### src/rtl/stone_ram_arbiter_pkg.sv
// rtl/stone_ram_arbiter_pkg.sv - shared FSM encodings, requester indices and default widths
package stone_ram_arbiter_pkg;

  typedef enum logic [1:0] {
    ST_IDLE  = 2'd0,
    ST_ISSUE = 2'd1,
    ST_WAIT  = 2'd2,
    ST_ACK   = 2'd3
  } arb_state_t;

  localparam logic [1:0] REQ_DRAW  = 2'd0;
  localparam logic [1:0] REQ_ROPE1 = 2'd1;
  localparam logic [1:0] REQ_ROPE2 = 2'd2;

  localparam int DEF_ADDR_W = 4;
  localparam int DEF_DATA_W = 32;

  function automatic logic [2:0] idx_to_onehot(input logic [1:0] idx);
    return 3'b001 << idx;
  endfunction

endpackage

### src/rtl/stone_ram_arbiter_if.sv
// rtl/stone_ram_arbiter_if.sv - requester and stone RAM bus seen by the arbiter
interface stone_ram_arbiter_if
  import stone_ram_arbiter_pkg::*;
#(
  parameter int ADDR_W = DEF_ADDR_W,
  parameter int DATA_W = DEF_DATA_W
);
  logic [2:0]        req;
  logic [2:0]        we;
  logic [ADDR_W-1:0] addr0;
  logic [ADDR_W-1:0] addr1;
  logic [ADDR_W-1:0] addr2;
  logic [DATA_W-1:0] wdata0;
  logic [DATA_W-1:0] wdata1;
  logic [DATA_W-1:0] wdata2;
  logic [2:0]        lock;
  logic [2:0]        ack;
  logic [DATA_W-1:0] rdata;
  logic              busy;
  logic [ADDR_W-1:0] ram_addr;
  logic [DATA_W-1:0] ram_wdata;
  logic              ram_wren;
  logic [DATA_W-1:0] ram_q;

  modport master (
    output req, we, addr0, addr1, addr2, wdata0, wdata1, wdata2, lock, ram_q,
    input  ack, rdata, busy, ram_addr, ram_wdata, ram_wren
  );

  modport slave (
    input  req, we, addr0, addr1, addr2, wdata0, wdata1, wdata2, lock, ram_q,
    output ack, rdata, busy, ram_addr, ram_wdata, ram_wren
  );
endinterface

### src/rtl/stone_ram_arbiter_select.sv
// rtl/stone_ram_arbiter_select.sv - combinational grant pick: draw priority, rope starvation override, rope round-robin
module stone_arb_select
  import stone_ram_arbiter_pkg::*;
#(
  parameter int STARVE_LIMIT = 8
) (
  input  logic [2:0] i_req,
  input  logic [3:0] i_cnt1,
  input  logic [3:0] i_cnt2,
  input  logic       i_rr_ptr,
  input  logic       i_lock_valid,
  input  logic [1:0] i_lock_owner,
  output logic       o_grant_valid,
  output logic [1:0] o_grant_idx
);
  localparam logic [3:0] LIMIT = 4'(STARVE_LIMIT);

  logic       w_starve1;
  logic       w_starve2;
  logic [1:0] w_rope_pick;

  assign w_starve1 = i_req[1] && (i_cnt1 >= LIMIT);
  assign w_starve2 = i_req[2] && (i_cnt2 >= LIMIT);
  // Pointer only matters when both ropes compete; otherwise the lone requester is picked.
  assign w_rope_pick = (i_req[1] && i_req[2]) ? (i_rr_ptr ? REQ_ROPE2 : REQ_ROPE1)
                                              : (i_req[1] ? REQ_ROPE1 : REQ_ROPE2);

  always_comb begin
    o_grant_valid = 1'b0;
    o_grant_idx   = REQ_DRAW;
    if (i_lock_valid) begin
      o_grant_valid = i_req[i_lock_owner];
      o_grant_idx   = i_lock_owner;
    end else if (w_starve1 || w_starve2) begin
      o_grant_valid = 1'b1;
      o_grant_idx   = (w_starve1 && w_starve2) ? w_rope_pick
                                               : (w_starve1 ? REQ_ROPE1 : REQ_ROPE2);
    end else if (i_req[0]) begin
      o_grant_valid = 1'b1;
      o_grant_idx   = REQ_DRAW;
    end else if (i_req[2:1] != 2'b00) begin
      o_grant_valid = 1'b1;
      o_grant_idx   = w_rope_pick;
    end
  end
endmodule

### src/rtl/stone_ram_arbiter.sv
// rtl/stone_ram_arbiter.sv - 3-requester stone RAM arbiter; STONE_ARB_LOCK_EN enables read-modify-write locking
module stone_ram_arbiter
  import stone_ram_arbiter_pkg::*;
#(
  parameter int ADDR_W       = DEF_ADDR_W,
  parameter int DATA_W       = DEF_DATA_W,
  parameter int STARVE_LIMIT = 8
) (
  input logic                clock,
  input logic                reset,
  stone_ram_arbiter_if.slave bus
);
  arb_state_t        r_state;
  logic [1:0]        r_owner;
  logic              r_we;
  logic [ADDR_W-1:0] r_ram_addr;
  logic [DATA_W-1:0] r_ram_wdata;
  logic              r_ram_wren;
  logic [2:0]        r_ack;
  logic [DATA_W-1:0] r_rdata;
  logic              r_busy;
  logic [3:0]        r_cnt1;
  logic [3:0]        r_cnt2;
  logic              r_rr_ptr;

  logic              w_lock_valid;
  logic [1:0]        w_lock_owner;
  logic              w_grant_valid;
  logic [1:0]        w_grant_idx;
  logic              w_grant;
  logic [ADDR_W-1:0] w_sel_addr;
  logic [DATA_W-1:0] w_sel_wdata;
  logic              w_sel_we;

`ifdef STONE_ARB_LOCK_EN
  logic       r_lock_valid;
  logic [1:0] r_lock_owner;

  always_ff @(posedge clock or posedge reset) begin
    if (reset) begin
      r_lock_valid <= 1'b0;
      r_lock_owner <= REQ_DRAW;
    end else if (r_state == ST_ACK) begin
      r_lock_valid <= bus.lock[r_owner];
      r_lock_owner <= r_owner;
    end
  end

  assign w_lock_valid = r_lock_valid;
  assign w_lock_owner = r_lock_owner;
`else
  logic w_unused_lock;
  assign w_unused_lock = ^bus.lock;
  assign w_lock_valid  = 1'b0;
  assign w_lock_owner  = REQ_DRAW;
`endif

  stone_arb_select #(.STARVE_LIMIT(STARVE_LIMIT)) u_select (
    .i_req        (bus.req),
    .i_cnt1       (r_cnt1),
    .i_cnt2       (r_cnt2),
    .i_rr_ptr     (r_rr_ptr),
    .i_lock_valid (w_lock_valid),
    .i_lock_owner (w_lock_owner),
    .o_grant_valid(w_grant_valid),
    .o_grant_idx  (w_grant_idx)
  );

  assign w_grant = (r_state == ST_IDLE) && w_grant_valid;

  always_comb begin
    w_sel_addr  = bus.addr0;
    w_sel_wdata = bus.wdata0;
    w_sel_we    = bus.we[w_grant_idx];
    case (w_grant_idx)
      REQ_ROPE1: begin
        w_sel_addr  = bus.addr1;
        w_sel_wdata = bus.wdata1;
      end
      REQ_ROPE2: begin
        w_sel_addr  = bus.addr2;
        w_sel_wdata = bus.wdata2;
      end
      default: ;
    endcase
  end

  // Wait counters only age on draw grants, so rope-vs-rope service never trips the override.
  always_ff @(posedge clock or posedge reset) begin
    if (reset) begin
      r_cnt1 <= 4'd0;
      r_cnt2 <= 4'd0;
    end else begin
      if (!bus.req[1]) begin
        r_cnt1 <= 4'd0;
      end else if (w_grant) begin
        if (w_grant_idx == REQ_ROPE1)
          r_cnt1 <= 4'd0;
        else if (w_grant_idx == REQ_DRAW && r_cnt1 != 4'hF)
          r_cnt1 <= r_cnt1 + 4'd1;
      end
      if (!bus.req[2]) begin
        r_cnt2 <= 4'd0;
      end else if (w_grant) begin
        if (w_grant_idx == REQ_ROPE2)
          r_cnt2 <= 4'd0;
        else if (w_grant_idx == REQ_DRAW && r_cnt2 != 4'hF)
          r_cnt2 <= r_cnt2 + 4'd1;
      end
    end
  end

  always_ff @(posedge clock or posedge reset) begin
    if (reset) begin
      r_state     <= ST_IDLE;
      r_owner     <= REQ_DRAW;
      r_we        <= 1'b0;
      r_ram_addr  <= '0;
      r_ram_wdata <= '0;
      r_ram_wren  <= 1'b0;
      r_ack       <= 3'b000;
      r_rdata     <= '0;
      r_busy      <= 1'b0;
      r_rr_ptr    <= 1'b0;
    end else begin
      case (r_state)
        ST_IDLE: begin
          if (w_grant) begin
            r_state     <= ST_ISSUE;
            r_busy      <= 1'b1;
            r_owner     <= w_grant_idx;
            r_we        <= w_sel_we;
            r_ram_addr  <= w_sel_addr;
            r_ram_wdata <= w_sel_wdata;
            r_ram_wren  <= w_sel_we;
            if (w_grant_idx == REQ_ROPE1) r_rr_ptr <= 1'b1;
            if (w_grant_idx == REQ_ROPE2) r_rr_ptr <= 1'b0;
          end
        end
        ST_ISSUE: begin
          r_state    <= ST_WAIT;
          r_ram_wren <= 1'b0;
        end
        ST_WAIT: begin
          r_state     <= ST_ACK;
          r_ack       <= idx_to_onehot(r_owner);
          r_ram_addr  <= '0;
          r_ram_wdata <= '0;
          if (!r_we) r_rdata <= bus.ram_q;
        end
        ST_ACK: begin
          r_state <= ST_IDLE;
          r_ack   <= 3'b000;
          r_busy  <= 1'b0;
        end
        default: r_state <= ST_IDLE;
      endcase
    end
  end

  assign bus.ack       = r_ack;
  assign bus.rdata     = r_rdata;
  assign bus.busy      = r_busy;
  assign bus.ram_addr  = r_ram_addr;
  assign bus.ram_wdata = r_ram_wdata;
  assign bus.ram_wren  = r_ram_wren;
endmodule

### src/flat_wrapper.sv
// flat-port wrapper written by rule: the top's interface ports become plain ports
module stone_ram_arbiter_flat import stone_ram_arbiter_pkg::*;
#(
  parameter int ADDR_W       = DEF_ADDR_W,
  parameter int DATA_W       = DEF_DATA_W,
  parameter int STARVE_LIMIT = 8
)
  (clock, reset, bus_req, bus_we, bus_addr0, bus_addr1, bus_addr2, bus_wdata0, bus_wdata1, bus_wdata2, bus_lock, bus_ram_q, bus_ack, bus_rdata, bus_busy, bus_ram_addr, bus_ram_wdata, bus_ram_wren);
  stone_ram_arbiter_if #(.ADDR_W(ADDR_W), .DATA_W(DATA_W)) bus_i ();
  input logic clock;
  input logic reset;
  input wire logic [$bits(bus_i.req)-1:0] bus_req;
  input wire logic [$bits(bus_i.we)-1:0] bus_we;
  input wire logic [$bits(bus_i.addr0)-1:0] bus_addr0;
  input wire logic [$bits(bus_i.addr1)-1:0] bus_addr1;
  input wire logic [$bits(bus_i.addr2)-1:0] bus_addr2;
  input wire logic [$bits(bus_i.wdata0)-1:0] bus_wdata0;
  input wire logic [$bits(bus_i.wdata1)-1:0] bus_wdata1;
  input wire logic [$bits(bus_i.wdata2)-1:0] bus_wdata2;
  input wire logic [$bits(bus_i.lock)-1:0] bus_lock;
  input wire logic [$bits(bus_i.ram_q)-1:0] bus_ram_q;
  output wire logic [$bits(bus_i.ack)-1:0] bus_ack;
  output wire logic [$bits(bus_i.rdata)-1:0] bus_rdata;
  output wire logic [$bits(bus_i.busy)-1:0] bus_busy;
  output wire logic [$bits(bus_i.ram_addr)-1:0] bus_ram_addr;
  output wire logic [$bits(bus_i.ram_wdata)-1:0] bus_ram_wdata;
  output wire logic [$bits(bus_i.ram_wren)-1:0] bus_ram_wren;
  assign bus_i.req = bus_req;
  assign bus_i.we = bus_we;
  assign bus_i.addr0 = bus_addr0;
  assign bus_i.addr1 = bus_addr1;
  assign bus_i.addr2 = bus_addr2;
  assign bus_i.wdata0 = bus_wdata0;
  assign bus_i.wdata1 = bus_wdata1;
  assign bus_i.wdata2 = bus_wdata2;
  assign bus_i.lock = bus_lock;
  assign bus_i.ram_q = bus_ram_q;
  assign bus_ack = bus_i.ack;
  assign bus_rdata = bus_i.rdata;
  assign bus_busy = bus_i.busy;
  assign bus_ram_addr = bus_i.ram_addr;
  assign bus_ram_wdata = bus_i.ram_wdata;
  assign bus_ram_wren = bus_i.ram_wren;
  stone_ram_arbiter #(.ADDR_W(ADDR_W), .DATA_W(DATA_W), .STARVE_LIMIT(STARVE_LIMIT)) u_core (.clock(clock), .reset(reset), .bus(bus_i));
endmodule
### config.mk
export PLATFORM = sky130hd
export DESIGN_NAME = stone_ram_arbiter_flat
export DESIGN_NICKNAME = d
export VERILOG_FILES = /design/src/rtl/stone_ram_arbiter_pkg.sv /design/src/rtl/stone_ram_arbiter_if.sv /design/src/rtl/stone_ram_arbiter_select.sv /design/src/rtl/stone_ram_arbiter.sv /design/src/flat_wrapper.sv
export SDC_FILE = /design/constraint.sdc
export NUM_CORES = 1
export LEC_CHECK = 0
export BUFFER_PORTS_ARGS = -buffer_cell sky130_fd_sc_hd__buf_4
export CORE_MARGIN = 5
export CORE_UTILIZATION = 46
export DETAILED_ROUTE_END_ITERATION = 6
export PLACE_DENSITY = 0.85
export SYNTH_ARGS = -nofsm -noshare
export SYNTH_HDL_FRONTEND = slang
export SYNTH_SLANG_ARGS = --single-unit
### constraint.sdc
create_clock -name clock -period 3.9 [get_ports clock]
set_clock_uncertainty 0.1 [all_clocks]
set_input_delay 0.78 -clock clock [delete_from_list [all_inputs] [get_ports clock]]
set_output_delay 0.78 -clock clock [all_outputs]
set_load 0.03 [all_outputs]
==> impl_metrics.yaml <==
placed_design:
  place_area_um2: 6130
  gp_congestion: 0.955
  hpwlAfterDp_mm: 10.7
  post-place-ws_ns: 0.978
  place_inst: 764
  io_buffers: 220
die:
  placeableCoreArea_um2: 9330
  die-area_um2: 11700
  die_w_um: 108
  num_io_pins: 224
  rows: 35
  die_y_um: 108
  initial_core_util_pct: 47.5
synth:
  syn_nets: 606
  synthFlopType: "dfrtp_1"
  ys_top_cells_by_area: "dfrtp_1 (49%), mux2_2 (7.4%), o31ai_1 (6.6%)"
  syn_area_per_cell_um2: 10.0
  yosysTopAreaCellShare_pct: 49.1
  synth_edf_count: 0
  netlist_top_cells_count: "dfrtp_1 (87), nand2_1 (45), nor2_1 (45), a21oi_1 (43), o31ai_1 (39)"
  yosysUniqueCellTypes: 34
  yosys_warnings: 0
  syn-cell-area_um2: 4430
  ys_seq_elements: 87
  async_flop_share_pct: 100
  synthCells: 443
  yosysSeqAreaShare_pct: 49.1
  yosysMostFrequentCell: "dfrtp_1"
  netlist.top_cell.by_area: "dfrtp_1"
routing:
  dr.pass1.iters: 5
  route.detailed.drc: 0
  vias: 4170
  drt-vias-per-instance: 5.35
  wl_mm: 13.6
  drtIter0Drc: 240
  drtAntennaViolNets: 0
  drt-wirelength-per-cell_um: 17.4
timing:
  fin_tns_setup_ns: 0
  slew_headroom_pct: 34.4
  tightestPinTransition_ns: 0.975
  hold_ws_ns: 0.315
  rsz0062_at_grt: "no"
  fin_ws_ns: 1.18
  fin_crit_sh_pct: 69.7
  period_minus_slack_ns: 2.72
  setup_violations: 0
  fmax_mhz: 368
  final_hold_viol_count: 0
  slew_viol_final: 0
setup_path:
  required_ns: 4.02
  startpoint_type: "register"
  critPathBufInv: 2
  arrival_ns: 2.84
  path_class: "register to register"
  cp_cell_sequence: "nand2b_1 > a21o_1 > a21oi_1 > inv_1 > ha_2 > buf_12 > nor2_1 > a21oi_1 > o31ai_1"
  startpoint: "u_core.r_cnt2[3]"
  rr_startpoint: "u_core.r_cnt2[3]"
  cp_common_cell: "a21oi_1"
  crit_family: "compound AO/OA/AOI/OAI gates"
  slowest_delay_ns: 0.56
  worst_setup_path_end_kind: "register"
  critPathSlowestCell: "ha_2"
  crit_fanout: 56
min_path:
  hold_path_class: "input pin to asynchronous set/reset pin"
clock_tree:
  cts_sinks: 87
  cts_hold_buf: 0
  insertion_delay_ns: 0.36
  htreeDepth: 3
  cts_tree: "done"
  root_buffer: "clkbuf_8"
  cts.clk_slew.worst_paths_ns: 0.10
  cts_resized: 0
  post_cts_buffers: 0
  cts_made_buffers: 9
  clock_path_buffers: 2
grt:
  grt_pass1_vias: 4189
  grt_pass1_wl_mm: 20.7
  overflow: 0
  grt_usage_pct: 22.4
  grt_max_degree: 57
  grt_antenna_before_repair: 0
finish:
  fin_nets: 809
  design_area_um2: 6340
  antenna_cells: 0
  fin_cells: 780
  syn2layout_area_growth_pct: 43.1
  drive_above_1_share_pct: 43.0
  fin_util_pct: 68.0
  fill_cells: 745
power_and_ir_drop:
  leakage_nw: 3.01
  ir_drop_uv: 416
  power_density_nw_per_um2: 754
  p_total_mw: 4.78
run:
  maxCapViolCount: 0
outcome:
  status: "completed"
cell families after synthesis:
logic type      after synthesis  share of synthesized area (%)
compound gates              137                           20.7
xor+xnor                      4                          0.790
fa+ha+maj                    12                           3.39
buf+inv                      49                           5.50
flops                        87                           49.1
mux                          34                           8.61
simple gates                120                           11.9
layout by cell type, fill, tap and decap left out, types with 2 or more instances in the layout:
| master | instances |
|---|---|
| a21o_1 | 3 |
| a21oi_1 | 43 |
| a221oi_1 | 2 |
| a22oi_1 | 37 |
| and3_1 | 3 |
| buf_4 | 227 |
| clkbuf_8 | 9 |
| dfrtp_1 | 87 |
| ha_1 | 10 |
| ha_2 | 2 |
| inv_1 | 12 |
| inv_6 | 3 |
| inv_8 | 2 |
| mux2_1 | 4 |
| mux2_2 | 29 |
| nand2_1 | 45 |
| nand2b_1 | 6 |
| nand3_1 | 6 |
| nand3b_1 | 2 |
| nand4_1 | 5 |
| nor2_1 | 45 |
| nor2b_1 | 2 |
| o21ai_0 | 8 |
| o31ai_1 | 39 |
| o41ai_1 | 2 |
| xor2_1 | 4 |
flip-flops by register name, indices dropped and copies added, names as in the netlist, 2 cells and up:
signal / cells
u_core.bus.ack: 3
u_core.bus.ram_addr: 4
u_core.bus.ram_wdata: 32
u_core.bus.rdata: 32
u_core.r_cnt1: 4
u_core.r_cnt2: 4
u_core.r_owner: 2
u_core.r_state: 2
routing by layer:
layer / GRT usage, % / vias to the layer above / wire, um
li1: - / 2001 / -
met4: 6.94 / 0 / 231
met1: 27.3 / 1986 / 5280
met2: 40.3 / 163 / 7030
met5: 0 / - / 0
met3: 4.12 / 20 / 1000
worst register-to-register path, stage by stage, from the launching register on:
cell	delay, ns
dfrtp_1	0.48
nand2b_1	0.22
a21o_1	0.21
a21oi_1	0.27
inv_1	0.11
ha_2	0.56
buf_12	0.29
nor2_1	0.11
a21oi_1	0.16
o31ai_1	0.08
power breakdown:
| part | internal, mW | leakage, nW | total, mW | switching (mW) |
|---|---|---|---|---|
| sequential | 1.29 | 1.09 | 1.51 | 0.224 |
| combinational | 1.03 | 1.82 | 2.60 | 1.57 |
| clock | 0.312 | 0.105 | 0.669 | 0.357 |
| total | 2.63 | 3.01 | 4.78 | 2.16 |
area by class of cell:
class	count	area, um2	area share [%]
inverters	13	50.0	0.789
flip-flops and latches	87	2180	34.3
clock inverters	7	86.3	1.36
repair buffers	228	1720	27.2
well taps	129	161	2.54
clock buffers	9	124	1.95
multi-input cells	307	2020	31.8
worst paths after layout:
check                                          end  slack [ns]  cells past startpoint
setup / recovery           u_core.bus.ram_wdata[7]        1.18                      9
hold / removal                    u_core.r_cnt2[2]        0.31                      2
setup reg to reg           u_core.bus.ram_wdata[7]        1.18                      9
hold reg to reg             u_core.bus.ram_addr[0]        0.39                      2
max in group asynchronous  u_core.bus.ram_wdata[6]        2.61                      3
min in group clock          u_core.bus.ram_addr[0]        0.39                      2
(Power assumes the default switching activity.)
